<file path="src/rtl/mcpu_pkg.sv">
// Shared MCPU definitions used by the store path.
// Holds the store type codes, the narrower FSM encoding and small decode helpers.
package mcpu_pkg;

  localparam logic [1:0] ST_SB  = 2'b00;
  localparam logic [1:0] ST_SH  = 2'b01;
  localparam logic [1:0] ST_SW  = 2'b10;
  localparam logic [1:0] ST_RSV = 2'b11;

  typedef enum logic [1:0] {
    SN_IDLE  = 2'd0,
    SN_WRITE = 2'd1,
    SN_FIN   = 2'd2,
    SN_ERR   = 2'd3
  } sn_state_t;

  // A store is legal only when its type is defined and the address is naturally aligned.
  function automatic logic st_legal(input logic [1:0] st_type, input logic [1:0] addr_lo);
    logic ok;
    ok = 1'b0;
    case (st_type)
      ST_SB:   ok = 1'b1;
      ST_SH:   ok = (addr_lo[0] == 1'b0);
      ST_SW:   ok = (addr_lo == 2'b00);
      default: ok = 1'b0;
    endcase
    return ok;
  endfunction

  // Index of the final byte lane for a given store type.
  function automatic logic [1:0] st_last(input logic [1:0] st_type);
    logic [1:0] last;
    last = 2'd0;
    case (st_type)
      ST_SH:   last = 2'd1;
      ST_SW:   last = 2'd3;
      default: last = 2'd0;
    endcase
    return last;
  endfunction

endpackage

</file>
<file path="src/rtl/st_byte_sel.sv">
// Combinational 32-to-8 byte lane selector, little-endian lane numbering.
// Shared between the store narrower and the load-side assembler.
module st_byte_sel (
  input  logic [31:0] word,
  input  logic [1:0]  idx,
  output logic [7:0]  byte_out
);

  logic [7:0] lanes [4];

  generate
    for (genvar gi = 0; gi < 4; gi++) begin : g_lane
      assign lanes[gi] = word[8*gi +: 8];
    end
  endgenerate

  assign byte_out = lanes[idx];

endmodule

</file>
<file path="src/rtl/store_narrower.sv">
// Multi-cycle store path: narrows a 32-bit SB/SH/SW store onto an 8-bit memory port,
// one byte per accepted beat, with done/misalign completion pulses.
module store_narrower
  import mcpu_pkg::*;
#(
  parameter int ADDR_W = 32
) (
  input  logic              clk,
  input  logic              rst,
  input  logic              start,
  input  logic [1:0]        st_type,
  input  logic [ADDR_W-1:0] addr,
  input  logic [31:0]       wdata,
  output logic              busy,
  output logic              done,
  output logic              misalign,
  output logic [ADDR_W-1:0] mem_addr,
  output logic [7:0]        mem_wdata,
  output logic              mem_we,
  input  logic              mem_ready
);

  sn_state_t         state_reg, state_next;
  logic [1:0]        idx_reg, idx_next;
  logic [1:0]        last_reg, last_next;
  logic [ADDR_W-1:0] beat_addr_reg, beat_addr_next;
  logic [31:0]       wdata_reg, wdata_next;

  logic [7:0]        lane_byte;
  logic              start_legal;

  assign start_legal = st_legal(st_type, addr[1:0]);

  always_ff @(posedge clk) begin
    if (rst) begin
      state_reg     <= SN_IDLE;
      idx_reg       <= 2'd0;
      last_reg      <= 2'd0;
      beat_addr_reg <= '0;
      wdata_reg     <= 32'd0;
    end else begin
      state_reg     <= state_next;
      idx_reg       <= idx_next;
      last_reg      <= last_next;
      beat_addr_reg <= beat_addr_next;
      wdata_reg     <= wdata_next;
    end
  end

  // The beat address register doubles as the base+idx adder, so wrap-around is free.
  always_comb begin
    state_next     = state_reg;
    idx_next       = idx_reg;
    last_next      = last_reg;
    beat_addr_next = beat_addr_reg;
    wdata_next     = wdata_reg;
    case (state_reg)
      SN_IDLE: begin
        if (start) begin
          if (start_legal) begin
            state_next     = SN_WRITE;
            idx_next       = 2'd0;
            last_next      = st_last(st_type);
            beat_addr_next = addr;
            wdata_next     = wdata;
          end else begin
            state_next = SN_ERR;
          end
        end
      end
      SN_WRITE: begin
        if (mem_ready) begin
          if (idx_reg == last_reg) begin
            state_next = SN_FIN;
          end else begin
            idx_next       = idx_reg + 2'd1;
            beat_addr_next = beat_addr_reg + ADDR_W'(1);
          end
        end
      end
      SN_FIN:  state_next = SN_IDLE;
      SN_ERR:  state_next = SN_IDLE;
      default: state_next = SN_IDLE;
    endcase
  end

  st_byte_sel u_byte_sel (
    .word     (wdata_reg),
    .idx      (idx_reg),
    .byte_out (lane_byte)
  );

  // Memory-side outputs are forced to zero outside WRITE so the port idles quietly.
  always_comb begin
    busy      = (state_reg != SN_IDLE);
    done      = (state_reg == SN_FIN) || (state_reg == SN_ERR);
    misalign  = (state_reg == SN_ERR);
    mem_we    = (state_reg == SN_WRITE);
    mem_addr  = mem_we ? beat_addr_reg : '0;
    mem_wdata = mem_we ? lane_byte : 8'd0;
  end

endmodule

</file>
<file path="config.mk">
export PLATFORM = sky130hd
export DESIGN_NAME = store_narrower
export DESIGN_NICKNAME = d
export VERILOG_FILES = /design/src/rtl/mcpu_pkg.sv /design/src/rtl/st_byte_sel.sv /design/src/rtl/store_narrower.sv
export SDC_FILE = /design/constraint.sdc
export NUM_CORES = 1
export LEC_CHECK = 0
export ABC_AREA = 0
export CORE_UTILIZATION = 48
export DETAILED_ROUTE_END_ITERATION = 7
export DONT_BUFFER_PORTS = 1
export PLACE_DENSITY_LB_ADDON = 0.2
export SETUP_SLACK_MARGIN = 0.3
export SYNTH_ARGS = -nofsm -noshare
export SYNTH_HDL_FRONTEND = slang
export SYNTH_SLANG_ARGS = --single-unit
</file>
<file path="constraint.sdc">
create_clock -name clk -period 4.65 [get_ports clk]
set_input_delay 0.465 -clock clk [delete_from_list [all_inputs] [get_ports clk]]
set_output_delay 0.465 -clock clk [all_outputs]
set_load 0.02 [all_outputs]
</file>
## Word level (Yosys, flattened, before mapping)

Cells that the tools add are included.

- Register bits after elaboration: 70
- Input port bits: 70
- Output and inout port bits: 44
- Word-level logic and storage cells: 53

- Add/subtract/negate cells: 2
- $lt $le $gt $ge: 1
- Eq/ne operators: 11
- Muxes and demuxes: 22
- Bitwise logic cells: 2
- Reductions and logical operators: 10

Operators with widths:

| cell | number |
|---|---|
| $mux 32 | 5 |
| $pmux 32 s2 | 1 |
| $add 32x1->32 const B | 1 |
| $mux 8 | 3 |
| $bmux 8 s2 | 1 |
| $mux 2 | 8 |
| $pmux 2 s2 | 2 |
| $eq 2x2->1 const B | 3 |
| $logic_not 2->1 | 3 |
| $ne 2x2->1 const B | 3 |
| $pmux 2 s3 | 1 |
| $reduce_and 3->1 | 2 |
| $reduce_and 5->1 | 1 |
| $eq 2x1->1 const B | 2 |
| $ne 2x1->1 const B | 2 |
| $reduce_bool 2->1 | 2 |
| $ge 3x3->1 const B | 1 |
| $not 2->3 | 1 |
| $pmux 1 s3 | 1 |
| $add 2x1->2 const B | 1 |
| $eq 2x2->1 | 1 |
| $reduce_or 2->1 | 1 |
| $logic_or 1x1->1 | 1 |
| $not 1->1 | 1 |

## Depth between registers and ports, before layout

Gate-level depths: netlist (run 1).

- Word-level depth: 5
- Gate-level depth with buffers: 9
- Gate-level depth less buffers: 7

## Hierarchy

A second synthesis (run 1) with hierarchy kept.

- Cell total of the unflattened synthesis: 542
- Area, all modules: 4117.7 µm²

Modules (own cells, without submodules):

| module | instances | cells each | area an instance (µm²) | sequential area each (µm²) |
|---|---|---|---|---|
| store_narrower | 1 | 532 | 3921.3 | 1401.3 |
| st_byte_sel | 1 | 10 | 196.4 | 0.0 |

## Worst setup path after synthesis (run 1)

No wires, ideal clock.

- Path type: register -> output
- Start: reg state_reg[1]
- End: out mem_wdata[0]
- Arrival: 1653 ps
- Data required time: 4185 ps
- Path slack: 2532 ps
- Cell stages (with the launch flop): 7
- Buffers on the path: 3
- Cells stage by stage: dfxtp_1 -> nand2b_1 -> buf_2 -> inv_1 -> clkbuf_1 -> clkbuf_1 -> and2_1

- Longest elaborated chain between the ends: 2

Ends and longest elaborated chain:

| item | RTL line | RTL |
|---|---|---|
| start: declaration | store_narrower.sv:23 | `sn_state_t state_reg, state_next;` |
| start signal: assignment | store_narrower.sv:42 | `state_reg <= state_next;` |
| $eq 2x1->1 | store_narrower.sv:98 | `mem_we = (state_reg == SN_WRITE);` |
| named net mem_we | store_narrower.sv:19 | `output logic mem_we,` |
| $mux 8 | store_narrower.sv:100 | `mem_wdata = mem_we ? lane_byte : 8'd0;` |
| end: declaration | store_narrower.sv:18 | `output logic [7:0] mem_wdata,` |

The timed path passes the listed nets, and every way through them passes these cells.

## Final worst setup path (run 1)

- Start: reg idx_reg[0]
- End: reg beat_addr_reg[18]

- Longest elaborated chain between the ends: 3

Ends and longest elaborated chain:

| item | RTL line | RTL |
|---|---|---|
| start: declaration | store_narrower.sv:24 | `logic [1:0] idx_reg, idx_next;` |
| start signal: assignment | store_narrower.sv:43 | `idx_reg <= idx_next;` |
| $eq 2x2->1 | store_narrower.sv:73 | `if (idx_reg == last_reg) begin` |
| $ne 2x2->1 (no source line) | n/a |  |
| $reduce_and 5->1 (no source line) | n/a |  |
| end signal: assignment | store_narrower.sv:45 | `beat_addr_reg <= beat_addr_next;` |
| end: declaration | store_narrower.sv:26 | `logic [ADDR_W-1:0] beat_addr_reg, beat_addr_next;` |

No other way between the ends.
A chain may end at the register's enable or synchronous reset.

==> qor.csv, run 1 <==
stage,metric,value,unit
clock_network,clk_pin_slew_worst_paths,0.09,ns
critical_path,r2r-start,idx_reg[0],
synth,synth_edf_count,0,
cells_and_area,syn2layout_area_growth,5.20,%
critical_path,crit_path_end_kind,flip-flop,
clock_network,htreeDepth,3,
clock_network,cts_buffers,9,
power,total_power,1.38,mW
critical_path,rrSetupSlack,1.99,ns
worst_hold_path,worstHoldPathType,in2reg,
timing,skew,0.00893,ns
clock_network,cts-root-buf,clkbuf_8,
grt,overflow,0,
power,p_leak,1.47,nW
synth,synth_fp_nets,614,
route,drtIter0Drc,189,
synth,seq_area_frac_synth,34.5,%
critical_path,startpoint,idx_reg[0],
synth,synth.cell_area,4070,µm²
power,p_sw,0.392,mW
critical_path,startpoint_type,flip-flop,
clock_network,cts_tree,yes,
synth,yosysTopAreaCell,dfxtp_1,
cells_and_area,fin_cells,619,
synth,postSynthCellCount,538,
synth,syn_avg_cell_area,7.56,µm²
critical_path,crit_family,compound AO/OA/AOI/OAI gates,
cells_and_area,drive_above_1_share,8.56,%
critical_path,path_max_fanout,19,
clock_network,post_cts_buffers,0,
route,drc,0,
clock_network,cts_buffer_depth,2,
grt,grt_pass1_vias,3333,
place,hpwl,7170,µm
timing,fin_crit_sh,57.1,%
clock_network,cts_resized,0,
critical_path,cp.arrival,2.92,ns
cells_and_area,num-nets-final,585,
critical_path,crit_chain,xor2_1 > o211a_1 > a21oi_2 > buf_4 > a21oi_1 > o32ai_1,
worst_hold_path,whs_path_depth,1,
floorplan,dieArea,8840,µm²
route,vias_per_cell,6.01,
cells_and_area,final_common_cell,nand2_1,
route,dr.pass1.iters,5,
timing,final-setup-viol-count,0,
clock_network,clkSinkCount,70,
floorplan,ioPinCount,114,
timing,fin_hold_ws,0.186,ns
timing,period_needed,2.66,ns
clock_network,cts_hold_buf,0,
critical_path,worstPathRequired,4.91,ns
floorplan,die_x,94.0,µm
synth,ys_ff_latch,70,
run,maxCapViolations,0,
cells_and_area,antenna_cells,0,
timing,tightest_slew,1.25,ns
worst_hold_path,hp-start,rst,
critical_path,critPathBufInv,1,
route,vias,3721,
place,dp_cells,603,
floorplan,initial_utilization,49.5,%
critical_path,worstReg2RegEnd,beat_addr_reg[18],
cells_and_area,fin_area,4280,µm²
power,vdd_ir_drop_max,0.164,mV
outcome,status,completed,
place,place_worst_setup_slack,1.81,ns
floorplan,fp.dieH,94.0,µm
timing,fin_ws,1.99,ns
synth,synthFlopType,dfxtp_1,
place,place_congestion,0.794,
timing,slew_viol_final,0,
worst_hold_path,min_to,wdata_reg[3],
critical_path,r2r_cells,6,
cells_and_area,utilization,52.1,%
synth,synth_top_area_share,34.5,%
synth,synth_cell_type_count,63,
grt,grt_max_degree,71,
route,route.final.wire_length,10700,µm
timing,rsz0062_at_grt,false,
power,power_density,323,nW/µm²
critical_path,critPathKind,reg2reg,
place,place_area,4050,µm²
synth,async_flop_share,0,%
grt,gr-usage-all-layers,24.5,%
synth,yosys-top-cells-area,"dfxtp_1, nand2_1, a21oi_1, and2_1, mux4_2",
synth,yosys_warnings,0,
timing,setup_tns,0,ns
floorplan,design.core.area,8220,µm²
clock_network,worstSkewPairLatency,0.35,ns
cells_and_area,fillerInstances,806,
power,seq_power_share,47.3,%
route,wire_per_inst,17.2,µm
grt,grt_pass1_wl,16900,µm
place,io_buffers,0,
power,swShare,28.4,%
critical_path,crit_slowest_cell,dfxtp_1,
power,intPower,0.989,mW
critical_path,slowest_delay,0.77,ns
power,power.share.clock,41.2,%
timing,relSlewSlack,16.8,%
route,postRouteAntennaNets,0,
power,pwr-share-comb,11.5,%
cells_and_area,layout_common_cells,"nand2_1, dfxtp_1, a21oi_1",
timing,fmax,0.376,GHz
grt,antenna_found_initial,0,
floorplan,rows,33,
timing,finalHoldViolCount,0,
## Yosys cell counts, types with 2 or more instances
| library cell | count |
|---|---|
| o31ai_1 | 3 |
| nand3b_1 | 2 |
| nand3_1 | 11 |
| mux4_2 | 8 |
| nor2_1 | 36 |
| o211ai_1 | 3 |
| clkbuf_1 | 32 |
| xor2_1 | 2 |
| o21a_1 | 3 |
| nor2b_1 | 4 |
| a32oi_1 | 2 |
| a21oi_1 | 66 |
| a22oi_1 | 2 |
| a311oi_1 | 3 |
| dfxtp_1 | 70 |
| a2bb2oi_1 | 3 |
| nand4b_1 | 2 |
| o31a_1 | 4 |
| and2_1 | 34 |
| or3_1 | 2 |
| nand4_1 | 15 |
| nor3_1 | 10 |
| nand2_1 | 105 |
| inv_1 | 17 |
| nand2b_1 | 6 |
| buf_2 | 10 |
| ha_1 | 6 |
| and4_1 | 2 |
| nor4_1 | 4 |
| and3_1 | 8 |
| nand2_2 | 2 |
| o32ai_1 | 9 |
| a31o_2 | 2 |
| a211oi_1 | 4 |
| a21o_1 | 4 |
| o21ai_0 | 15 |
## kinds of logic (layout without fill, tap and decap cells)
kind of cell | count (synthesis) | after routing | synth area share (%)
and+or+nand+nor | 254 | 254 | 31.2
AOI/OAI and AO/OA | 136 | 136 | 21.4
DFF | 70 | 70 | 34.5
buffers and inverters | 61 | 37 | 5.97
muxes | 9 | 9 | 4.68
adders and majority gates | 6 | 6 | 1.85
xor gates and xnor gates | 2 | 2 | 0.431
## worst register-to-register path: cells and delay by family (launching register included)
family / cells / cell delay, ns
xor gates and xnor gates: 1 / 0.17
buffers and inverters: 1 / 0.36
AOI/OAI and AO/OA: 4 / 1.27
DFF: 1 / 0.77
## routing by layer
layer  share of wire (%)  up-vias  GRT usage (%)
met1                  45     1738           34.3
met2                  45      132           35.5
li1                    -     1836              -
met5                   0        -              0
met3                 9.0       15           6.80
met4                 1.4        0           9.49
## power by group through the flow
stage | Combinational, mW | Sequential [mW] | Clock (mW)
finish | 0.159 | 0.653 | 0.569
detailed placement | 0.158 | 0.667 | 0
global placement | 0.154 | 0.665 | 0
floorplan | 0.145 | 0.656 | 0
CTS | 0.159 | 0.653 | 0.577
global route | 0.180 | 0.657 | 0.608
## worst max-delay path by stage
stage	endpoint	slack, ns	cells after the start
after floorplan	mem_wdata[0]	2.53	6
after global placement	idx_reg[1]	1.94	7
after detailed placement	wdata_reg[14]	1.81	7
after CTS	beat_addr_reg[21]	1.98	6
after global routing	beat_addr_reg[16]	1.71	5
final	beat_addr_reg[18]	1.99	6
## layout make-up
class / count / area [µm²] / area share [%]
clock buffers: 9 / 124 / 2.90
clock inverters: 7 / 103 / 2.40
inverters: 17 / 63.8 / 1.49
multi-input cells: 407 / 2420 / 56.7
flip-flops and latches: 70 / 1400 / 32.8
well taps: 105 / 131 / 3.07
repair buffers: 4 / 30.0 / 0.702
(Power assumes the default switching activity.)
==> run 2: changes to the inputs <==
==> constraint.sdc (replaced) <==
create_clock -name clk -period 2.54 [get_ports clk]
set_input_delay 0.254 -clock clk [delete_from_list [all_inputs] [get_ports clk]]
set_output_delay 0.254 -clock clk [all_outputs]
set_load 0.02 [all_outputs]
==> run 2 against run 1 <==
Core utilization increased by 1.9 points; count of clock-buffer cells in the layout rose by 1; cell count increased by 2.6%; setup slack lost 1.5 ns; total power increased by 82%; sequential cell count stayed put; global-route usage grew 1.0 points; sequential power increased by 82%; clock power increased by 73%; wire length grew 1.7%; highest routed layer unchanged; largest cell class unchanged; largest power group unchanged.
==> qor.csv, run 2 (synthesis results as in run 1) <==
stage,metric,value,unit
grt,gr-usage-all-layers,25.6,%
route,wire_per_inst,17.1,µm
cells_and_area,multi_input_area,2440,µm²
critical_path,critPathKind,reg2out,
cells_and_area,final-seq-area,1400,µm²
floorplan,die_x,94.0,µm
place,hpwl,7520,µm
critical_path,crit_path_end_kind,output port,
cells_and_area,fin_cells,635,
timing,slew_viol_final,0,
route,vias,3806,
floorplan,rows,33,
critical_path,slowest_delay,0.37,ns
timing,period_needed,2.09,ns
grt,grt_pass1_wl,17500,µm
critical_path,cp.arrival,1.83,ns
outcome,status,completed,
critical_path,crit_chain,nand2b_2 > inv_2 > buf_12 > and2_1,
clock_network,clk_pin_slew_worst_paths,0.08,ns
critical_path,worstPathRequired,2.29,ns
cells_and_area,antenna_cells,0,
floorplan,dieArea,8840,µm²
timing,rsz0062_at_grt,true,
grt,antenna_found_initial,0,
timing,finalHoldViolCount,0,
floorplan,ioPinCount,114,
route,postRouteAntennaNets,0,
critical_path,critPathBufInv,2,
critical_path,startpoint_type,flip-flop,
route,vias_per_cell,5.99,
power,total_power,2.51,mW
route,drtIter0Drc,208,
timing,fin_crit_sh,82.2,%
clock_network,worstSkewPairLatency,0.35,ns
power,power_density,567,nW/µm²
critical_path,crit_family,simple AND/OR/NAND/NOR gates,
clock_network,cts_buffer_depth,2,
clock_network,cts_buffers,9,
clock_network,cts_tree,yes,
route,dr.pass1.iters,4,
cells_and_area,drive_above_1_share,11.7,%
cells_and_area,num-nets-final,601,
timing,tightest_slew,0.637,ns
grt,overflow,0,
worst_hold_path,whs_path_depth,1,
cells_and_area,syn2layout_area_growth,8.95,%
critical_path,cp_num_cells,4,
cells_and_area,fillerInstances,835,
grt,grt_pass1_vias,3526,
clock_network,clkSinkCount,70,
floorplan,fp.dieH,94.0,µm
place,place_congestion,0.847,
critical_path,crit_slowest_cell,and2_1,
clock_network,htreeDepth,3,
grt,grt_max_degree,70,
timing,final-setup-viol-count,0,
timing,skew,0.0117,ns
critical_path,path_max_fanout,69,
worst_hold_path,worstHoldPathType,in2reg,
critical_path,r2r_cells,6,
floorplan,design.core.area,8220,µm²
timing,fmax,0.479,GHz
place,io_buffers,0,
floorplan,initial_utilization,49.5,%
cells_and_area,final_common_cell,nand2_1,
route,drc,0,
power,vdd_ir_drop_max,0.226,mV
route,route.final.wire_length,10900,µm
timing,relSlewSlack,57.5,%
place,dp_cells,617,
timing,setup_tns,0,ns
cells_and_area,layout_common_cells,"nand2_1, dfxtp_1, a21oi_1",
clock_network,cts-root-buf,clkbuf_8,
run,maxCapViolations,0,
timing,fin_hold_ws,0.0136,ns
power,p_leak,1.56,nW
run 2: cell types whose count changed in the layout (fill, tap and decap cells not counted), sizes merged:
cell    delta
buf       +16
clkbuf     +1
clkinv     +2
inv        -3
run 2: timing repair:
action	in CTS	in global routing
setup buffers	0	1
gates resized for setup	0	3
endpoints found under the hold margin	58	0
hold buffers	1	0
setup endpoints to repair	0	5
run 2: path summary, 6_finish.rpt:
path | start | end | slack [ns]
max | state_reg[1] | mem_addr[7] | 0.45
min | rst | beat_addr_reg[27] | 0.01
max reg2reg | beat_addr_reg[1] | beat_addr_reg[22] | 0.46
min reg2reg | wdata_reg[9] | wdata_reg[9] | 0.46
run 2: report_power, final:
group	total (mW)	switching [mW]	internal [mW]
Combinational	0.339	0.217	0.122
Clock	0.987	0.436	0.551
Sequential	1.19	0.0447	1.14
run 2: area by class of cell:
class	instances	area share, %
Clock buffer	10	2.88
Inverter	17	1.44
Clock inverter	6	1.95
Tap cell	105	2.97
Sequential cell	70	31.7
Timing Repair Buffer	20	4.12
Multi-Input combinational cell	407	55.0
run 2: routing by layer:
layer  global-route usage [%]  part of all wire (%)  vias up
li1                         -                     -     1869
met1                     35.3                    44     1787
met2                     38.0                    45      134
met3                     6.72                   8.9       16
met4                     9.49                   1.7        0
met5                        0                     0        -
run 2: through the flow:
stage | util [%] | area (µm²) | setup WS, ns
final | 53.9 | 4430 | 0.451
after global routing | 53.9 | 4430 | 0.295
after CTS | 53.7 | 4410 | 0.384
after detailed placement | 50.7 | 4170 | 0.337
after global placement | 50.7 | 4170 | 0.405
after floorplan | - | 4070 | 0.583
==> run 3: changes to the inputs <==
==> constraint.sdc (replaced) <==
create_clock -name clk -period 1.7 [get_ports clk]
set_input_delay 0.17 -clock clk [delete_from_list [all_inputs] [get_ports clk]]
set_output_delay 0.17 -clock clk [all_outputs]
set_load 0.02 [all_outputs]
==> run 3 against run 2 <==
The flow now finishes with violations (hold timing, setup timing); combinational power grew to 3.5 times the previous value; non-clock buffer count is 98 higher; clock power is 26% higher; design area is 50% higher; total power is 67% higher; die area stayed put; global-route usage is 9.4 points higher; sequential share of layout area is 9.8 points lower; clock skew is 0.00093 ns higher; sequential cell count stayed put; sequential power is 49% higher; first-iteration DRC count grew to 2.8 times the previous value; critical endpoint is now beat_addr_reg[14]; largest cell class unchanged; largest power group unchanged.
==> qor.csv, run 3 (synthesis results as in run 1) <==
stage,metric,value,unit
cells_and_area,layout_common_cells,"nand2_1, buf_4, dfxtp_1",
power,intPower,2.82,mW
timing,setup_tns,-1.97,ns
critical_path,startpoint_type,flip-flop,
floorplan,rows,33,
grt,grt_pass1_vias,4451,
route,vias,4923,
outcome,violations,"hold timing, setup timing",
critical_path,startpoint,beat_addr_reg[0],
timing,slew_viol_final,0,
route,postRouteAntennaNets,0,
clock_network,cts_buffer_depth,2,
critical_path,path_max_fanout,7,
timing,tightest_slew,0.402,ns
place,place_congestion,0.840,
grt,grt_max_degree,71,
place,place_worst_setup_slack,-0.100,ns
critical_path,r2r_cells,8,
clock_network,clk_pin_slew_worst_paths,0.08,ns
timing,fin_hold_ws,-0.133,ns
cells_and_area,final_common_cell,nand2_1,
cells_and_area,fin_area,6630,µm²
floorplan,design.core.area,8220,µm²
power,power.share.clock,29.4,%
power,p_sw,1.39,mW
route,vias_per_cell,6.73,
place,io_buffers,0,
power,total_power,4.21,mW
route,drc,0,
floorplan,fp.dieH,94.0,µm
clock_network,cts_buffers,9,
floorplan,dieArea,8840,µm²
critical_path,cp.arrival,2.12,ns
route,drtIter0Drc,577,
power,seq_power_share,42.1,%
clock_network,cts_hold_buf,3,
timing,relSlewSlack,73.0,%
grt,gr-usage-all-layers,35.0,%
clock_network,worstSkewPairLatency,0.37,ns
worst_hold_path,hp-start,rst,
timing,fin_ws,-0.182,ns
power,swShare,33.0,%
grt,grt_pass1_wl,23500,µm
outcome,status,"complete, but fails checks",
place,place_area,4670,µm²
clock_network,cts-root-buf,clkbuf_8,
cells_and_area,num-nets-final,699,
cells_and_area,antenna_cells,0,
timing,final-setup-viol-count,36,
clock_network,htreeDepth,3,
worst_hold_path,worstHoldPathType,in2reg,
route,route.final.wire_length,18100,µm
power,power_density,635,nW/µm²
cells_and_area,utilization,80.7,%
timing,fmax,0.531,GHz
place,hpwl,8040,µm
run,maxCapViolations,0,
worst_hold_path,whs_path_depth,1,
critical_path,r2r-start,beat_addr_reg[0],
critical_path,critPathKind,reg2reg,
floorplan,die_x,94.0,µm
cells_and_area,syn2layout_area_growth,63.1,%
cells_and_area,fin_cells,732,
power,pwr-share-comb,28.6,%
place,dp_cells,659,
floorplan,initial_utilization,49.5,%
timing,period_needed,1.88,ns
cells_and_area,drive_above_1_share,53.7,%
floorplan,ioPinCount,114,
power,vdd_ir_drop_max,0.352,mV
critical_path,worstPathRequired,1.94,ns
timing,rsz0062_at_grt,true,
clock_network,clkSinkCount,70,
route,wire_per_inst,24.8,µm
timing,fin_crit_sh,111,%
timing,skew,0.0126,ns
power,p_leak,2.66,nW
grt,antenna_found_initial,0,
timing,finalHoldViolCount,64,
critical_path,crit_path_end_kind,flip-flop,
route,dr.pass1.iters,5,
grt,overflow,0,
clock_network,cts_tree,yes,
run 3: worst paths after layout:
check                                          to  slack, ns
worst max-delay path            beat_addr_reg[14]      -0.18
worst max register to register  beat_addr_reg[14]      -0.18
worst min register to register      wdata_reg[22]       0.47
worst min-delay path                  last_reg[0]      -0.13
run 3: cell type report:
type / count / area [µm²]
Timing Repair Buffer: 118 / 1480
Multi-Input combinational cell: 407 / 3330
Sequential cell: 70 / 1450
Clock inverter: 6 / 38.8
Tap cell: 105 / 131
Clock buffer: 9 / 124
Inverter: 17 / 78.8
Fill cell: 442 / 1590
run 3: critical path: stages (launching register included):
cell and delay, ns:
dfxtp_4 0.38, ha_4 0.13, nand4_1 0.21, buf_4 0.25, nor3_4 0.14, buf_6 0.17, a21oi_1 0.09, a211oi_1 0.30
nor3_1 0.10
run 3: repair_timing:
item,in CTS,in global routing
cloned,12,5
pin swaps,74,76
setup buffers,32,6
resized for setup,187,107
endpoints found under the hold margin,67,64
endpoints found under the setup margin,109,106
run 3: per-layer routing:
layer	up-vias	share of wire, %	track usage (%)
met5	-	0	0
met4	0	5.5	16.2
met3	109	10	6.72
met2	381	47	55.7
met1	2364	37	45.6
li1	2069	-	-
run 3: power groups by stage:
stage / clock network, mW / logic [mW] / registers [mW]
after global placement: 0 / 0.557 / 1.80
after detailed placement: 0 / 0.570 / 1.80
final: 1.24 / 1.20 / 1.77
after global routing: 1.28 / 1.25 / 1.78
after CTS: 1.20 / 1.00 / 1.76
after floorplan: 0 / 0.454 / 1.80
